File: config.mk
export PLATFORM = sky130hd
export DESIGN_NAME = axi_wr_burst_splitter
export DESIGN_NICKNAME = d
export VERILOG_FILES = /design/src/rtl/axi_wr_burst_splitter.sv
export SDC_FILE = /design/constraint.sdc
export NUM_CORES = 1
export LEC_CHECK = 0
export BUFFER_PORTS_ARGS = -buffer_cell sky130_fd_sc_hd__buf_2
export CORE_MARGIN = 2
export CORE_UTILIZATION = 25
export CTS_BUF_LIST = sky130_fd_sc_hd__clkbuf_2 sky130_fd_sc_hd__clkbuf_4 sky130_fd_sc_hd__clkbuf_8
export CTS_CLUSTER_SIZE = 12
export DETAILED_ROUTE_END_ITERATION = 12
export SLEW_MARGIN = 20
export SYNTH_ARGS = -nofsm -noshare
export SYNTH_HDL_FRONTEND = slang
export SYNTH_SLANG_ARGS = --single-unit
File: constraint.sdc
create_clock -name axi_aclk -period 5.69 [get_ports axi_aclk]
set_input_delay 1.138 -clock axi_aclk [delete_from_list [all_inputs] [get_ports axi_aclk]]
set_output_delay 1.138 -clock axi_aclk [all_outputs]
set_load 0.03 [all_outputs]
File: src/rtl/axi_wr_burst_splitter.sv
// axi_wr_burst_splitter: splits one long write transfer (start address +
// total beat count) into AXI INCR bursts of at most MAX_BURST beats that
// never cross a BOUNDARY-byte boundary, and issues them one at a time to the
// downstream write core.
//
// Handshakes:
//   cmd    : a command is taken on a rising clock edge where cmd_valid and
//            cmd_ready are both 1; cmd_ready is low from accept until the
//            cycle after cmd_done, so offers while busy are simply not taken.
//   write  : write_req rises with a stable req_addr/req_len and stays high
//            until req_resp is sampled 1; req_addr/req_len then stay stable
//            until req_done is sampled 1. A req_resp+req_done pair in the same
//            REQ cycle counts as response followed by completion.
module axi_wr_burst_splitter #(
  parameter int ASIZE      = 32,
  parameter int LSIZE      = 10,
  parameter int TSIZE      = 24,
  parameter int BEAT_BYTES = 32,
  parameter int MAX_BURST  = 256,
  parameter int BOUNDARY   = 4096
) (
  input  logic             axi_aclk,
  input  logic             axi_reset,
  input  logic             cmd_valid,
  output logic             cmd_ready,
  input  logic [ASIZE-1:0] cmd_addr,
  input  logic [TSIZE-1:0] cmd_beats,
  input  logic             cmd_abort,
  output logic             cmd_done,
  output logic             busy,
  output logic [15:0]      burst_cnt,
  output logic             write_req,
  output logic [LSIZE-1:0] req_len,
  output logic [ASIZE-1:0] req_addr,
  input  logic             req_resp,
  input  logic             req_done,
  output logic [2:0]       state_dbg
);

  localparam int BND_W  = $clog2(BOUNDARY);
  localparam int BEAT_W = $clog2(BEAT_BYTES);
  // Comparison width for min(remain, MAX_BURST, to_bnd); wide enough for all.
  localparam int CW     = (TSIZE > 31) ? TSIZE + 1 : 32;

  typedef enum logic [2:0] {
    IDLE      = 3'd0,
    CALC      = 3'd1,
    REQ       = 3'd2,
    WAIT_DONE = 3'd3,
    FIN       = 3'd4
  } state_e;

  state_e             state_q, state_d;
  logic [ASIZE-1:0]   cur_addr_q, cur_addr_d;
  logic [TSIZE-1:0]   remain_q, remain_d;
  logic               cmd_ready_q, cmd_ready_d;
  logic               cmd_done_q, cmd_done_d;
  logic               busy_q, busy_d;
  logic [15:0]        burst_cnt_q, burst_cnt_d;
  logic               write_req_q, write_req_d;
  logic [LSIZE-1:0]   req_len_q, req_len_d;
  logic [ASIZE-1:0]   req_addr_q, req_addr_d;
  logic               abort_pend_q, abort_pend_d;

  logic [BND_W-1:0]   bnd_off;
  logic [CW-1:0]      to_bnd;
  logic [CW-1:0]      len_calc;
  logic               abort_now;
  logic               do_complete;

  assign bnd_off = cur_addr_q[BND_W-1:0];

  // Burst length: the smallest of remaining beats, MAX_BURST and beats left
  // before the next boundary (at least 1 since cur_addr is beat aligned).
  always_comb begin
    to_bnd   = (CW'(BOUNDARY) - CW'(bnd_off)) >> BEAT_W;
    len_calc = CW'(remain_q);
    if (CW'(MAX_BURST) < len_calc) len_calc = CW'(MAX_BURST);
    if (to_bnd < len_calc)         len_calc = to_bnd;
  end

  // Next-state and registered-output logic for the burst sequencer.
  always_comb begin
    state_d      = state_q;
    cur_addr_d   = cur_addr_q;
    remain_d     = remain_q;
    cmd_ready_d  = cmd_ready_q;
    cmd_done_d   = cmd_done_q;
    busy_d       = busy_q;
    burst_cnt_d  = burst_cnt_q;
    write_req_d  = write_req_q;
    req_len_d    = req_len_q;
    req_addr_d   = req_addr_q;
    abort_pend_d = abort_pend_q;
    abort_now    = abort_pend_q | cmd_abort;
    do_complete  = 1'b0;

    if (state_q != IDLE && cmd_abort) abort_pend_d = 1'b1;

    case (state_q)
      IDLE: begin
        if (cmd_valid && cmd_ready_q) begin
          cur_addr_d  = cmd_addr;
          remain_d    = cmd_beats;
          busy_d      = 1'b1;
          cmd_ready_d = 1'b0;
          burst_cnt_d = 16'd0;
          if (cmd_beats == '0) begin
            state_d    = FIN;
            cmd_done_d = 1'b1;
          end else begin
            state_d = CALC;
          end
        end
      end
      CALC: begin
        if (abort_now) begin
          state_d    = FIN;
          cmd_done_d = 1'b1;
        end else begin
          req_len_d   = LSIZE'(len_calc);
          req_addr_d  = cur_addr_q;
          write_req_d = 1'b1;
          state_d     = REQ;
        end
      end
      REQ: begin
        if (req_resp) begin
          write_req_d = 1'b0;
          burst_cnt_d = burst_cnt_q + 16'd1;
          if (req_done) do_complete = 1'b1;
          else          state_d     = WAIT_DONE;
        end
      end
      WAIT_DONE: begin
        if (req_done) do_complete = 1'b1;
      end
      FIN: begin
        cmd_done_d   = 1'b0;
        busy_d       = 1'b0;
        cmd_ready_d  = 1'b1;
        abort_pend_d = 1'b0;
        state_d      = IDLE;
      end
      default: state_d = IDLE;
    endcase

    // Burst completion: advance the address (wrapping in ASIZE bits) and
    // retire the burst's beats; stop when nothing is left or an abort waits.
    if (do_complete) begin
      cur_addr_d = cur_addr_q + (ASIZE'(req_len_q) << BEAT_W);
      remain_d   = remain_q - TSIZE'(req_len_q);
      if (remain_d == '0 || abort_now) begin
        state_d    = FIN;
        cmd_done_d = 1'b1;
      end else begin
        state_d = CALC;
      end
    end
  end

  // State and output registers; reset drops write_req immediately.
  always_ff @(posedge axi_aclk or posedge axi_reset) begin
    if (axi_reset) begin
      state_q      <= IDLE;
      cur_addr_q   <= '0;
      remain_q     <= '0;
      cmd_ready_q  <= 1'b1;
      cmd_done_q   <= 1'b0;
      busy_q       <= 1'b0;
      burst_cnt_q  <= 16'd0;
      write_req_q  <= 1'b0;
      req_len_q    <= '0;
      req_addr_q   <= '0;
      abort_pend_q <= 1'b0;
    end else begin
      state_q      <= state_d;
      cur_addr_q   <= cur_addr_d;
      remain_q     <= remain_d;
      cmd_ready_q  <= cmd_ready_d;
      cmd_done_q   <= cmd_done_d;
      busy_q       <= busy_d;
      burst_cnt_q  <= burst_cnt_d;
      write_req_q  <= write_req_d;
      req_len_q    <= req_len_d;
      req_addr_q   <= req_addr_d;
      abort_pend_q <= abort_pend_d;
    end
  end

  assign cmd_ready = cmd_ready_q;
  assign cmd_done  = cmd_done_q;
  assign busy      = busy_q;
  assign burst_cnt = burst_cnt_q;
  assign write_req = write_req_q;
  assign req_len   = req_len_q;
  assign req_addr  = req_addr_q;
  assign state_dbg = state_q;

endmodule

==> results.cfg, run 1 <==
[critical_path]
crit_type = flop to flop
crit_required_ns = 6.08
startpoint_type = flop
worstPathMaxFanout = 14
cp.arrival_ns = 4.66
setup.worst_path.end_class = flop
cp-startpoint = remain_q[10]
r2r_start = remain_q[10]

[cts]
clock_latency_ns = 0.45
clockBufferDepth = 2
postCtsHoldBufs = 0
cts-buffers-inserted = 17
cts_setup_buffers = 0
cts_resized = 0
clk_pin_slew_ns = 0.09
clockRootBuffer = clkbuf_8
clkSinkCount = 122
cts_tree = yes
h-tree-depth = 4

[logic_synthesis]
synth_top_area_frac = 0.414
synth.cell_area_um2 = 7320
yosysSeqAreaShare = 0.417
yosys_warnings = 0
ys_ff_latch = 122
syn_inst = 780
synth_cell_types = 79
synth_nets = 872
synthArstFlopShare = 1.00
synth_edf_count = 0
avgSynthCellArea_um2 = 9.38
synth_ff_type = dfrtp_1
yosys-top-cells-area = dfrtp_1, mux2_2, nand2_1
yosys.area.top_type = dfrtp_1

[route]
num_vias = 6515
wl_per_cell_um = 17.1
drtIter0Drc = 474
wirelength_um = 22100
route.detailed.drc = 0
viasPerCell = 5.04
firstDrtPassIters = 4
ant_nets = 0

[floorplanning]
chipHeight_um = 175
start_util = 0.254
core_um2 = 28800
fp.dieW_um = 175
top_level_ports = 127
num_rows = 62
dieArea_um2 = 30700

[global_route]
grt_antenna_before_repair = 1
first_global_vias = 6328
met1_usage = 0.218
use_met2 = 0.211
grt_usage = 0.148
grt_max_degree = 72
grt_pass1_wl_um = 35800
grt_most_used_layer = met1
gr-total-overflow = 0
use_met3 = 0.0416

[hold_path]
hp-start = cmd_ready
hold_path_class = flop to flop

[cells_and_area]
final_layout_size_suffix_gt1_frac = 0.251
fin_util = 0.304
area_growth_pct = 19.7
fin_nets = 986

[sta]
timing.hold.ws_ns = 0.476
tightest_slew_ns = 0.909
hold_viol = 0
fmax_mhz = 234
slew_violations = 0
slew_headroom = 0.387
rsz0062_at_grt = false
setup_viol = 0
skew_ns = 0.0218
period_share = 0.751
fin_tns_setup_ns = 0
period_minus_slack_ns = 4.27

[power]
p_comb_frac = 0.505
leakagePower_uw = 0.00403
seqPwrFrac = 0.324
ir_drop_uv = 208
internal_power_uw = 2620
p_sw_frac = 0.473
share_clk_of_total_power = 0.171
pwr_density_cell_nw_per_um2 = 567
p_sw_uw = 2350

[flow_run]
cap_viol_max_count = 0

[place]
gp_congestion = 0.907
io_buffers = 126
dp_hpwl_um = 16300

[status]
status = finished clean
==> layer usage <==
metal  up-vias  wire, um
met5         -         0
li1       3096         -
met4         0       143
met2       196      9370
met3         8      1550
met1      3215     11100
==> power groups by stage <==
| stage | sequential, uW | combinational (uW) | clock [uW] |
|---|---|---|---|
| global placement | 1620 | 2460 | 0 |
| finish | 1610 | 2510 | 851 |
| floorplan | 1720 | 1660 | 0 |
| detailed placement | 1630 | 2480 | 0 |
| global route | 1670 | 2760 | 921 |
| CTS | 1610 | 2500 | 875 |
==> cell usage in the layout, fill, tap and decap left out, types with 25 or more instances in the layout <==
| cell type | count |
|---|---|
| nand2_1 | 96 |
| dfrtp_1 | 121 |
| o21ai_0 | 46 |
| nand3_1 | 25 |
| buf_2 | 126 |
| nor2_1 | 48 |
| inv_1 | 28 |
| a21oi_1 | 27 |
| mux2_2 | 34 |
| ha_1 | 28 |
| nor3_1 | 26 |
==> synth_stat cells, types with 9 or more instances <==
cell and n:
o21a_1 12, a221o_1 11, a21oi_1 27, nor4_1 13, nand2_1 96, a22oi_1 22, nor3_1 26, a21o_1 10
dfrtp_1 121, ha_1 28, xnor2_1 13, nand3_1 26, nor2_1 49, clkbuf_1 29, mux2_2 34, o211ai_1 11
o21ai_0 46, inv_1 29, nand4_1 9, xor2_1 16, or3_1 10
==> kinds of logic after synthesis <==
family                   count (synthesis)  synth area share
AND/OR/NAND/NOR                        293             0.209
AO/OA/AOI/OAI                          196             0.183
flip-flops                             122             0.417
buffers and inverters                   68            0.0383
multiplexers                            42            0.0639
adder cells (fa/ha/maj)                 30            0.0533
XOR/XNOR                                29            0.0347
==> registers in the layout, summed over array words and instances (netlist names) <==
signal and cells:
remain_q 24, cur_addr_q 32, abort_pend_q 1, req_addr 32
cmd_ready 1, req_len 10, busy 1, state_dbg 3
write_req 1, burst_cnt 16, cmd_done 1
==> through the flow <==
stage | setup slack [ns] | cell area, um2 | instances | power, uW
5_1_grt | 1.18 | 8760 | 1291 | 5360
3_5_place_dp | 1.53 | 8340 | 1259 | 4110
6_report | 1.42 | 8760 | 1292 | 4970
2_1_floorplan | 1.31 | 7320 | 780 | 3380
3_3_place_gp | 1.53 | 8340 | 1259 | 4080
4_1_cts | 1.49 | 8760 | 1291 | 4980
==> worst max-delay path: stages, from the launching register on <==
cell	delay, ns
dfrtp_1	0.55
nor4_4	0.48
nand3_2	0.16
or4b_4	0.55
a21oi_1	0.42
and2_2	0.24
inv_1	0.04
ha_1	0.28
a21oi_1	0.13
nor2b_1	0.05
o21ai_0	0.15
nand2b_1	0.07
a21oi_1	0.20
a211o_1	0.43
mux2_4	0.34
o21ai_2	0.10
==> layout make-up <==
class | count | area [um2]
Inverter | 29 | 111
Antenna cell | 1 | 2.50
Fill cell | 3042 | 20000
Timing Repair Buffer | 134 | 691
Multi-Input combinational cell | 590 | 4000
Tap cell | 384 | 480
Clock buffer | 17 | 234
Clock inverter | 15 | 189
Sequential cell | 122 | 3050
==> path summary, 6_finish.rpt <==
path,cells after the start,slack (ns),to
min reg2reg,2,0.48,cmd_ready
max,15,1.42,req_len[1]
min,2,0.48,cmd_ready
min in group asynchronous,2,0.71,req_addr[27]
max reg2reg,15,1.42,req_len[1]
max in group asynchronous,3,3.93,remain_q[2]
(Power assumes the default switching activity.)
==> inputs of run 2 (changes only) <==
==> constraint.sdc (replaced) <==
create_clock -name axi_aclk -period 4.11 [get_ports axi_aclk]
set_input_delay 0.822 -clock axi_aclk [delete_from_list [all_inputs] [get_ports axi_aclk]]
set_output_delay 0.822 -clock axi_aclk [all_outputs]
set_load 0.03 [all_outputs]
==> run 2 against run 1 <==
Net effect: core utilization is 0.15 points higher; maximum frequency is 11% higher; flip-flop and latch count unchanged; wire length down 0.79%; register-to-register slack got worse by 1.2 ns; critical endpoint is now req_len[6].
==> results.cfg, run 2 (synthesized netlist as in run 1, its figures left out) <==
[status]
status = finished clean

[route]
route.detailed.drc = 0
firstDrtPassIters = 5
num_vias = 6555
wirelength_um = 22000
viasPerCell = 5.04
ant_nets = 0
drtIter0Drc = 510
wl_per_cell_um = 16.9

[power]
ir_drop_uv = 340
pwr_density_cell_nw_per_um2 = 775
p_comb_frac = 0.510
share_clk_of_total_power = 0.165
p_sw_uw = 3230
p_sw_frac = 0.474
seqPwrFrac = 0.325
leakagePower_uw = 0.00406
internal_power_uw = 3590

[global_route]
first_global_vias = 6319
use_met2 = 0.209
grt_pass1_wl_um = 35600
use_met3 = 0.0416
met1_usage = 0.215
grt_usage = 0.147
grt_max_degree = 72
grt_antenna_before_repair = 1
gr-total-overflow = 0
grt_most_used_layer = met1

[critical_path]
cp.buffers_inverters = 1
crit_required_ns = 4.44
cp.arrival_ns = 4.19
crit_chain = or4_4, or3_4, nor3_4, nand2b_2, or3_4, and2_4, ha_1, nor2b_1, o21ai_0, nand2b_1, a21oi_1, a211o_1, buf_4, mux2i_1, o21ai_1
critPathMostFrequentCell = or3_4
max_stage_delay_ns = 0.55
setup.worst_path.end_class = flop
cp-startpoint = cur_addr_q[1]
cp_top_family = simple AND/OR/NAND/NOR gates
cp_slowest_cell = or4_4
startpoint_type = flop
crit_type = flop to flop
worstPathMaxFanout = 5
r2r_start = cur_addr_q[1]

[sta]
fmax_mhz = 259
setup_slack_ns = 0.251
tightest_slew_ns = 0.897
skew_ns = 0.0175
setup_viol = 0
fin_tns_setup_ns = 0
slew_headroom = 0.394
slew_violations = 0
rsz0062_at_grt = false
period_minus_slack_ns = 3.86
period_share = 0.939
hold_viol = 0

[cells_and_area]
fin_nets = 993
layout_commonest_cell = buf_2
area_growth_pct = 20.3
fin_area_um2 = 8810
final_cell_mix = buf_2, dfrtp_1, nand2_1
final_layout_size_suffix_gt1_frac = 0.257

[cts]
cts-buffers-inserted = 17
cts_setup_buffers = 0
cts_tree = yes
clockRootBuffer = clkbuf_8
clock_latency_ns = 0.46
postCtsHoldBufs = 0
cts_resized = 0
clk_pin_slew_ns = 0.09
clkSinkCount = 122
clockBufferDepth = 2
h-tree-depth = 4

[flow_run]
cap_viol_max_count = 0

[floorplanning]
num_rows = 62
start_util = 0.254
top_level_ports = 127
chipHeight_um = 175
core_um2 = 28800
fp.dieW_um = 175
dieArea_um2 = 30700

[place]
postPlaceCellArea_um2 = 8400
gp_congestion = 0.901
dp_hpwl_um = 16100
io_buffers = 126
dp_slack_ns = 0.311

[hold_path]
hp-start = cmd_ready
hold_path_class = flop to flop
-- run 2: path summary, 6_finish.rpt --
| check | cells past startpoint | slack [ns] | to |
|---|---|---|---|
| max | 15 | 0.25 | req_len[6] |
| min | 2 | 0.48 | cmd_ready |
| max reg2reg | 15 | 0.25 | req_len[6] |
| min reg2reg | 2 | 0.48 | cmd_ready |
| max in group asynchronous | 3 | 2.76 | cmd_ready |
| min in group asynchronous | 2 | 0.52 | abort_pend_q |
-- run 2: cell type report --
class,count,area (um2)
multi-input cells,590,4000
well taps,384,480
clock inverters,15,165
repair buffers,141,756
fillers,3058,20000
diodes,2,5.00
flip-flops and latches,122,3050
clock buffers,17,234
inverters,29,111
-- run 2: worst min-delay path, cell delays in order (launching register included) --
cell and delay, ns:
dfstp_2 0.39, nand2_1 0.05, nand2_1 0.05
-- run 2: per-stage QoR --
step / util / std cells / power (uW) / hold WS, ns
global placement: 0.292 / 1266 / 5650 / 0.459
CTS: 0.306 / 1298 / 6850 / 0.476
global route: 0.306 / 1298 / 7380 / 0.502
floorplan: - / 780 / 4690 / 0.463
detailed placement: 0.292 / 1266 / 5700 / 0.467
finish: 0.306 / 1300 / 6820 / 0.477
-- run 2: power by group through the flow --
stage / clock [uW] / combinational, uW / sequential, uW
2_1_floorplan: 0 / 2300 / 2390
3_3_place_gp: 0 / 3420 / 2220
3_5_place_dp: 0 / 3460 / 2240
4_1_cts: 1160 / 3470 / 2220
5_1_grt: 1210 / 3870 / 2300
6_report: 1120 / 3480 / 2220
-- run 2: layer usage --
metal	routed length [um]	vias up
met2	9140	215
met5	0	-
met1	11000	3200
met4	235	0
met3	1610	19
li1	-	3121
